## src/rtl/usb_edge_sync.sv

```systemverilog
// Multi-channel line synchroniser, glitch filter and edge detector for the USB receive
// front end, with edge-to-edge interval measurement and line-idle detection.
module usb_edge_sync #(
   parameter int NCH         = 2,
   parameter int SYNC_STAGES = 2,
   parameter int FILT_LEN    = 2,
   parameter int CNT_W       = 8
) (
   input  logic             clk,
   input  logic             rst,
   input  logic [NCH-1:0]   din,
   input  logic             filt_en,
   input  logic [1:0]       edge_mode,
   output logic [NCH-1:0]   data_out,
   output logic [NCH-1:0]   rise_vec,
   output logic [NCH-1:0]   fall_vec,
   output logic [NCH-1:0]   edge_vec,
   output logic             edge_found,
   output logic [CNT_W-1:0] interval,
   output logic             interval_valid,
   output logic             idle
);

   localparam int FCNT_W = (FILT_LEN > 1) ? $clog2(FILT_LEN) : 1;
   localparam logic [FCNT_W-1:0] FILT_LAST = FCNT_W'(FILT_LEN - 1);
   localparam logic [CNT_W-1:0]  GAP_MAX   = '1;

   logic [SYNC_STAGES-1:0][NCH-1:0] sync_reg;
   logic [NCH-1:0]   s;
   logic [NCH-1:0]   stable;
   logic [NCH-1:0]   stable_d_reg;
   logic             filt_en_d_reg;
   logic             filt_change;
   logic [NCH-1:0]   rise;
   logic [NCH-1:0]   fall;
   logic [NCH-1:0]   qual;
   logic             any_edge;
   logic [CNT_W-1:0] gap_reg;
   logic [CNT_W:0]   gap_plus;
   logic [CNT_W-1:0] gap_sat;
   logic [CNT_W-1:0] gap_next;
   logic [CNT_W-1:0] interval_reg;
   logic             interval_valid_reg;
   logic             idle_reg;
   logic             first_seen_reg;

   always_ff @(posedge clk or negedge rst) begin
      if (!rst) begin
         sync_reg      <= '0;
         filt_en_d_reg <= 1'b0;
      end else begin
         sync_reg      <= {sync_reg[SYNC_STAGES-2:0], din};
         filt_en_d_reg <= filt_en;
      end
   end

   assign s           = sync_reg[SYNC_STAGES-1];
   assign filt_change = filt_en ^ filt_en_d_reg;

   genvar gi;
   generate
      for (gi = 0; gi < NCH; gi++) begin : g_filt
         logic [FCNT_W-1:0] cnt_reg;
         logic              stable_bit_reg;

         // A mode switch restarts the run count; the accepted level is left alone.
         always_ff @(posedge clk or negedge rst) begin
            if (!rst) begin
               cnt_reg        <= '0;
               stable_bit_reg <= 1'b0;
            end else if (filt_change) begin
               cnt_reg <= '0;
            end else if (!filt_en) begin
               cnt_reg        <= '0;
               stable_bit_reg <= s[gi];
            end else if (s[gi] == stable_bit_reg) begin
               cnt_reg <= '0;
            end else if (cnt_reg == FILT_LAST) begin
               cnt_reg        <= '0;
               stable_bit_reg <= s[gi];
            end else begin
               cnt_reg <= cnt_reg + FCNT_W'(1);
            end
         end

         assign stable[gi] = stable_bit_reg;
      end
   endgenerate

   always_ff @(posedge clk or negedge rst) begin
      if (!rst) begin
         stable_d_reg <= '0;
      end else begin
         stable_d_reg <= stable;
      end
   end

   assign rise = stable & ~stable_d_reg;
   assign fall = ~stable & stable_d_reg;

   always_comb begin
      qual = '0;
      case (edge_mode)
         2'b00:   qual = rise | fall;
         2'b01:   qual = rise;
         2'b10:   qual = fall;
         default: qual = '0;
      endcase
   end

   assign any_edge = |qual;

   // gap_reg never exceeds GAP_MAX, so the carry alone marks saturation.
   assign gap_plus = {1'b0, gap_reg} + (CNT_W + 1)'(1);
   assign gap_sat  = gap_plus[CNT_W] ? GAP_MAX : gap_plus[CNT_W-1:0];
   assign gap_next = any_edge ? '0 : gap_sat;

   always_ff @(posedge clk or negedge rst) begin
      if (!rst) begin
         gap_reg            <= '0;
         interval_reg       <= '0;
         interval_valid_reg <= 1'b0;
         idle_reg           <= 1'b0;
         first_seen_reg     <= 1'b0;
      end else begin
         gap_reg            <= gap_next;
         idle_reg           <= (gap_next == GAP_MAX);
         interval_valid_reg <= any_edge & first_seen_reg;
         if (any_edge) begin
            first_seen_reg <= 1'b1;
            if (first_seen_reg) begin
               interval_reg <= gap_sat;
            end
         end
      end
   end

   assign data_out       = stable;
   assign rise_vec       = rise;
   assign fall_vec       = fall;
   assign edge_vec       = qual;
   assign edge_found     = any_edge;
   assign interval       = interval_reg;
   assign interval_valid = interval_valid_reg;
   assign idle           = idle_reg;

endmodule

```

## config.mk

```make
export PLATFORM = sky130hd
export DESIGN_NAME = usb_edge_sync
export DESIGN_NICKNAME = d
export VERILOG_FILES = /design/src/rtl/usb_edge_sync.sv
export SDC_FILE = /design/constraint.sdc
export NUM_CORES = 1
export LEC_CHECK = 0
export CORE_ASPECT_RATIO = 0.5
export CORE_UTILIZATION = 40
export DETAILED_ROUTE_END_ITERATION = 12
export PLACE_DENSITY = 0.68
export SLEW_MARGIN = 20
export SYNTH_ARGS = -nofsm -noshare
export SYNTH_HDL_FRONTEND = slang
export SYNTH_SLANG_ARGS = --single-unit
```

## constraint.sdc

```tcl
create_clock -name clk -period 4.9 [get_ports clk]
set_input_delay 0.98 -clock clk [delete_from_list [all_inputs] [get_ports clk]]
set_output_delay 0.98 -clock clk [all_outputs]
set_load 0.005 [all_outputs]
```

# == Word-level counts from Yosys, hierarchy flattened ==
# Cells that the tools add are included.
# Widths: inputs -> output; s select.
# totals
reg_bits,30
inputBits,7
output_inout_bits,19
# op_classes
bitwise_logic,8
muxes,17
n_eq_ne,9
add_sub_neg,3
n_reduce_logical,5
# ops
op,count
$mux 8,2
$mux 1,14
$add 8x1->9 const B,1
$eq 8x8->1 const B,1
$pmux 2 s3,1
$reduce_and 3->1,2
$and 2x2->2,2
$ne 2x1->1 const B,2
$ne 2x2->1 const B,2
$not 2->2,2
$add 1x1->1 const B,2
$eq 1x1->1,2
$eq 2x1->1 const B,1
$eq 2x2->1 const B,1
$logic_not 2->1,1
$or 2x2->2,1
$reduce_and 2->1,1
$reduce_or 2->1,1
$and 1x1->1,1
$not 1->1,1
$xor 1x1->1,1

# == Logic depth before layout (Yosys ltp) ==
# Gate-level depths: netlist of run 1.
# depth
depth_word,7
ltp_mapped,7
mapped_depth_nobuf,6

# == Worst setup path before layout of run 1 ==
# No wires, ideal clock.
# synth_path
kind,input-to-output
startpoint,input port edge_mode[1]
endpoint,output port edge_found
path_stages,4
arrival_ns,1.734
required_time_ns,3.920
n_path_buf,1
slack_ns,2.186
cell_sequence,and2b_1 -> o31ai_4 -> or2_1 -> buf_6
# synth_between
elab_chain_len,3
elab_cells_between_ends,5
cone_classes,2 x eq/ne; 1 x mux; 2 x reduce/logical
# synth_lines
element,line,rtl
"start, declared",13,"input logic [1:0] edge_mode,"
$eq 2x2->1 (tied with other cells),103,case (edge_mode)
$pmux 2 s3 (*),103,
net edge_vec[0],17,"output logic [NCH-1:0] edge_vec,"
$reduce_or 2->1 (*),111,assign any_edge = |qual;
"end, declared",18,"output logic edge_found,"
# Mark *: on every way through the listed nets, which the timed path passes. The rest lies on a longest branch.

# == Worst setup path after layout of run 1 ==
# layout_path
startpoint,input port edge_mode[1]
endpoint,output port edge_found
# layout_between
elab_chain_len,3
elab_cells_between_ends,5
cone_classes,2 x eq/ne; 1 x mux; 2 x reduce/logical
# layout_lines
element,line
$eq 2x2->1 (tied with other cells),103
$pmux 2 s3 (*),103
$reduce_or 2->1 (*),111
# Mark *: on every way between the ends. The rest lies on a longest branch, timed or not.

==> results of run 1 <==
[logic make-up after synthesis]
| kind of cell | synth area share (%) |
|---|---|
| simple gates | 19.0 |
| fa+ha+maj | 4.25 |
| buf+inv | 5.69 |
| compound gates | 10.5 |
| mux | 7.82 |
| xor+xnor | 1.78 |
| flops | 51.0 |
[worst max-delay path by stage]
| stage | startpoint | end | slack [ps] | cells past startpoint |
|---|---|---|---|---|
| floorplan | edge_mode[1] | edge_found | 2190 | 4 |
| global placement | edge_mode[1] | edge_found | 1100 | 6 |
| detailed placement | edge_mode[1] | edge_found | 1060 | 6 |
| CTS | edge_mode[1] | edge_found | 1050 | 6 |
| global route | edge_mode[1] | edge_found | 950 | 6 |
| finish | edge_mode[1] | edge_found | 1070 | 6 |
[cell usage in the layout (no fill, tap or decap), drive strengths merged, types with 5 or more instances in the layout]
cell,Yosys,routed
clkdlybuf4s50,0,25
ha,5,5
mux2i,7,7
nor2,7,7
nand3,6,6
clkbuf,4,7
o21ai,7,7
nand2,7,7
inv,11,11
dfrtp,30,30
[layout make-up]
class                   instances  area [um2]  area share [%]
multi-input cells              84         638            34.5
repair buffers                 27         265            14.3
flip-flops and latches         30         751            40.6
clock inverters                 1        5.00           0.270
well taps                      51        63.8            3.45
inverters                      11        41.3            2.23
clock buffers                   7        86.3            4.67
[critical path, stage by stage]
cell	delay, ps
clkdlybuf4s50_1	550
and2b_4	220
o31ai_4	260
or2_1	150
buf_4	170
clkdlybuf4s50_1	510
[through the flow]
step           std cells  power, mW  area, um2
2_1_floorplan        132      0.411       1470
5_1_grt              211      0.733       1850
4_1_cts              211      0.700       1850
3_5_place_dp         203      0.496       1760
6_report             211      0.689       1850
3_3_place_gp         203      0.490       1760
[per-layer routing]
layer	GRT usage (%)	vias to the layer above	share of wire [%]
met2	23.3	17	46
met4	4.92	0	0.82
li1	-	506	-
met3	3.84	3	3.3
met5	0	-	0
met1	19.2	482	50
[power breakdown]
group	total (mW)	leakage [nW]	internal [mW]	switching, mW
sequential	0.308	0.384	0.280	0.0275
clock	0.200	0.0482	0.113	0.0871
combinational	0.181	0.402	0.105	0.0754
==> qor.yml, run 1 <==
run_status:
  outcome: "finished, final reports clean"
timing:
  min_period_ps: 3830
  clock_skew_ps: 4.10
  slew_headroom_pct: 72.2
  timing.setup.tns_ps: 0
  worst_pin_slew_ps: 415
  finalSetupViolCount: 0
  grt_setup_unrepaired: "no"
  finalCritPeriodShare_pct: 78.1
  finalMaxSlewViolations: 0
  timing.fmax_mhz: 261
  fin_ws_ps: 1070
  fin_hold_ws_ps: 352
  report.final.hold_viol_count: 0
synth:
  synth_edf_count: 0
  syn_inst: 132
  synth_top_area_cell: "dfrtp_1"
  synth_area_leaders: "dfrtp_1 (51%), mux2i_1 (4.8%), ha_1 (4.2%), mux2_4 (3.1%), o31ai_4 (2.9%)"
  yosysUniqueCellTypes: 38
  ys_seq_elements: 30
  synth_top_area_share_pct: 51.0
  yosysMostFrequentCell: "dfrtp_1"
  synth_flop_cell: "dfrtp_1"
  synth_area_um2: 1470
  syn_nets: 144
  syn_area_per_cell_um2: 11.2
  seq_area_frac_synth_pct: 51.0
  synth_warnings: 0
  ys_async_sr_fraction_pct: 100
  synth_commonest_cells: "dfrtp_1 (30), inv_1 (11), mux2i_1 (7), nand2_1 (7), nor2_1 (7)"
clock_network:
  clock_latency_ps: 270
  cts_tree: "yes"
  hold_buffers: 0
  h-tree-depth: 2
  cts_root_buf: "clkbuf_8"
  cts.sinks: 30
  clockBufferDepth: 2
  cts-resized-gates: 0
  cts_setup_buffers: 0
  numCtsBuffers: 5
  clk_pin_slew_worst_paths_ps: 60
critical_path:
  worst_setup_path_start_kind: "primary input"
  r2r_cells: 5
  ff2ff_setup_slack_ps: 3020
  crit_type: "in -> out"
  worstPathRequired_ps: 3920
  regToRegStartpoint: "g_filt[0].stable_bit_reg$_DFFE_PN0P_"
  crit_fanout: 10
  cp-end-kind: "output pin"
  r2r-end: "interval[2]$_DFFE_PN0P_"
  worstPathArrival_ps: 2850
global_route:
  antenna_found_initial: 0
  grt.total_usage_pct: 14.4
  overflow: 0
  grt_max_degree: 31
  grt_pass1_vias: 913
  grt_pass1_wl_um: 4180
route:
  wire_per_inst_um: 12.2
  drtAntennaViolNets: 0
  drt-initial-drc-count: 26
  vias_per_cell: 4.78
  routed_wirelength_um: 2570
  vias: 1008
  drc: 0
  dr.pass1.iters: 4
finish:
  final_util_pct: 53.3
  n_fill_cell: 318
  antennaDiodeCount: 0
  area_growth_pct: 25.7
  finalNetCount: 171
  drive_above_1_share_pct: 11.3
job:
  drv_cap: 0
hold_path:
  worstHoldEndpoint: "s[0]$_DFF_PN0_"
  holdCritPathClass: "reg -> reg"
  hp-start: "sync_reg[0]$_DFF_PN0_"
  whs_path_depth: 0
die:
  die_h_um: 44.9
  num_rows: 15
  start_util_pct: 42.4
  ioPinCount: 26
  die_w_um: 87.8
  die_area_um2: 3940
  core_area_um2: 3470
power:
  leakagePower_nw: 0.835
  ir_drop_uv: 122
  powerDensity_nw_per_um2: 372
placed_design:
  dp_hpwl_um: 1860
  io_buffers: 25
  post-place-ws_ps: 1060
  gp_congestion: 0.792
No activity file was read; power rests on OpenSTA's default activity.
==> run 2: changes to the inputs <==
- clock period: 4.9 -> 3.56 ns (I/O delays scaled with it)
==> qor.yml, run 2 (same netlist as run 1, synthesis figures left out) <==
route:
  wire_per_inst_um: 11.9
  routed-wl-met2_um: 1140
  vias: 1023
  vias_per_cell: 4.85
  drt-initial-drc-count: 17
  drtAntennaViolNets: 0
  top_layer: "met4"
  routed_wirelength_um: 2520
  drt-met1-wl_um: 1280
  drc: 0
  dr.pass1.iters: 4
  dr_wl_met3_um: 85
placed_design:
  dp_hpwl_um: 1820
  io_buffers: 25
  gp_congestion: 0.813
  post-place-ws_ps: 356
power:
  powerDensity_nw_per_um2: 512
  ir_drop_uv: 178
  power_mw: 0.950
  leakagePower_nw: 0.834
clock_network:
  clock_latency_ps: 280
  clockBufferDepth: 2
  cts_tree: "yes"
  cts_setup_buffers: 0
  hold_buffers: 0
  h-tree-depth: 2
  cts-resized-gates: 0
  cts_root_buf: "clkbuf_8"
  cts.sinks: 30
  numCtsBuffers: 5
  clk_pin_slew_worst_paths_ps: 70
critical_path:
  regToRegStartpoint: "g_filt[0].stable_bit_reg$_DFFE_PN0P_"
  worstPathArrival_ps: 2510
  crit_fanout: 6
  crit_type: "in -> out"
  worst_setup_path_start_kind: "primary input"
  worstPathRequired_ps: 2850
  cp-end-kind: "output pin"
  startpoint: "edge_mode[1]"
timing:
  slew_headroom_pct: 70.8
  grt_setup_unrepaired: "no"
  finalCritPeriodShare_pct: 90.4
  timing.setup.tns_ps: 0
  clock_skew_ps: 6.68
  timing.fmax_mhz: 311
  worst_pin_slew_ps: 436
  finalSetupViolCount: 0
  finalMaxSlewViolations: 0
  min_period_ps: 3220
  fin_hold_ws_ps: 362
  report.final.hold_viol_count: 0
  fin_ws_ps: 341
global_route:
  antenna_found_initial: 0
  grt.total_usage_pct: 14.6
  overflow: 0
  grt_pass1_wl_um: 4200
  grt_max_degree: 31
  grt_pass1_vias: 918
finish:
  seqCellArea_um2: 751
  multiInputGateArea_um2: 638
  final_util_pct: 53.4
  area_growth_pct: 25.9
  antennaDiodeCount: 0
  n_fill_cell: 300
  final_common_cell: "dfrtp_1"
  drive_above_1_share_pct: 11.9
  final_cell_mix: "dfrtp_1 (30), clkdlybuf4s50_1 (25), inv_1 (11)"
  finalNetCount: 171
die:
  ioPinCount: 26
  die_h_um: 44.9
  die_area_um2: 3940
  start_util_pct: 42.4
  die_w_um: 87.8
  core_area_um2: 3470
  num_rows: 15
hold_path:
  hp-start: "sync_reg[1]$_DFF_PN0_"
  holdCritPathClass: "reg -> reg"
job:
  drv_cap: 0
run_status:
  outcome: "finished, final reports clean"
## run 2: metrics by stage
step,cells,cell area (um2)
final,211,1850
after global routing,211,1850
after CTS,211,1850
after detailed placement,203,1760
after global placement,203,1760
after floorplan,132,1470
## run 2: critical path, stage by stage
cell	delay, ps
clkdlybuf4s50_1	550
and2b_4	220
o31ai_4	260
or2_1	230
clkdlybuf4s50_1	540
## run 2: area by class of cell
cell class              count  share of cell area (%)
well taps                  51                    3.44
clock inverters             2                   0.675
repair buffers             27                    14.3
inverters                  11                    2.23
clock buffers               6                    4.45
multi-input cells          84                    34.4
flip-flops and latches     30                    40.5
## run 2: power by group
| group | switching (mW) | internal, mW | leakage, nW |
|---|---|---|---|
| Combinational | 0.105 | 0.145 | 0.402 |
| Sequential | 0.0365 | 0.386 | 0.384 |
| Clock | 0.123 | 0.155 | 0.0472 |
## run 2: worst paths after layout
| check | depth (start not counted) | slack (ps) | end |
|---|---|---|---|
| worst max-delay path | 5 | 340 | edge_found |
| worst min-delay path | 0 | 360 | s[1]$_DFF_PN0_ |
| worst max register to register | 6 | 1650 | interval[2]$_DFFE_PN0P_ |
| worst min register to register | 0 | 360 | s[1]$_DFF_PN0_ |
| max in group asynchronous | 2 | 2470 | gap_reg[4]$_DFF_PN0_ |
| min in group asynchronous | 2 | 810 | stable_d_reg[0]$_DFF_PN0_ |
## run 2: layer usage
| metal | vias to the layer above | GRT usage, % |
|---|---|---|
| met5 | - | 0 |
| met1 | 496 | 19.6 |
| met2 | 15 | 23.3 |
| li1 | 508 | - |
| met3 | 4 | 4.39 |
| met4 | 0 | 3.93 |
==> run 3: changes to the inputs <==
- HOLD_SLACK_MARGIN: default -> 0.05
==> results of run 3 <==
No change in the layout: final DEF, timing and power equal those of run 2.
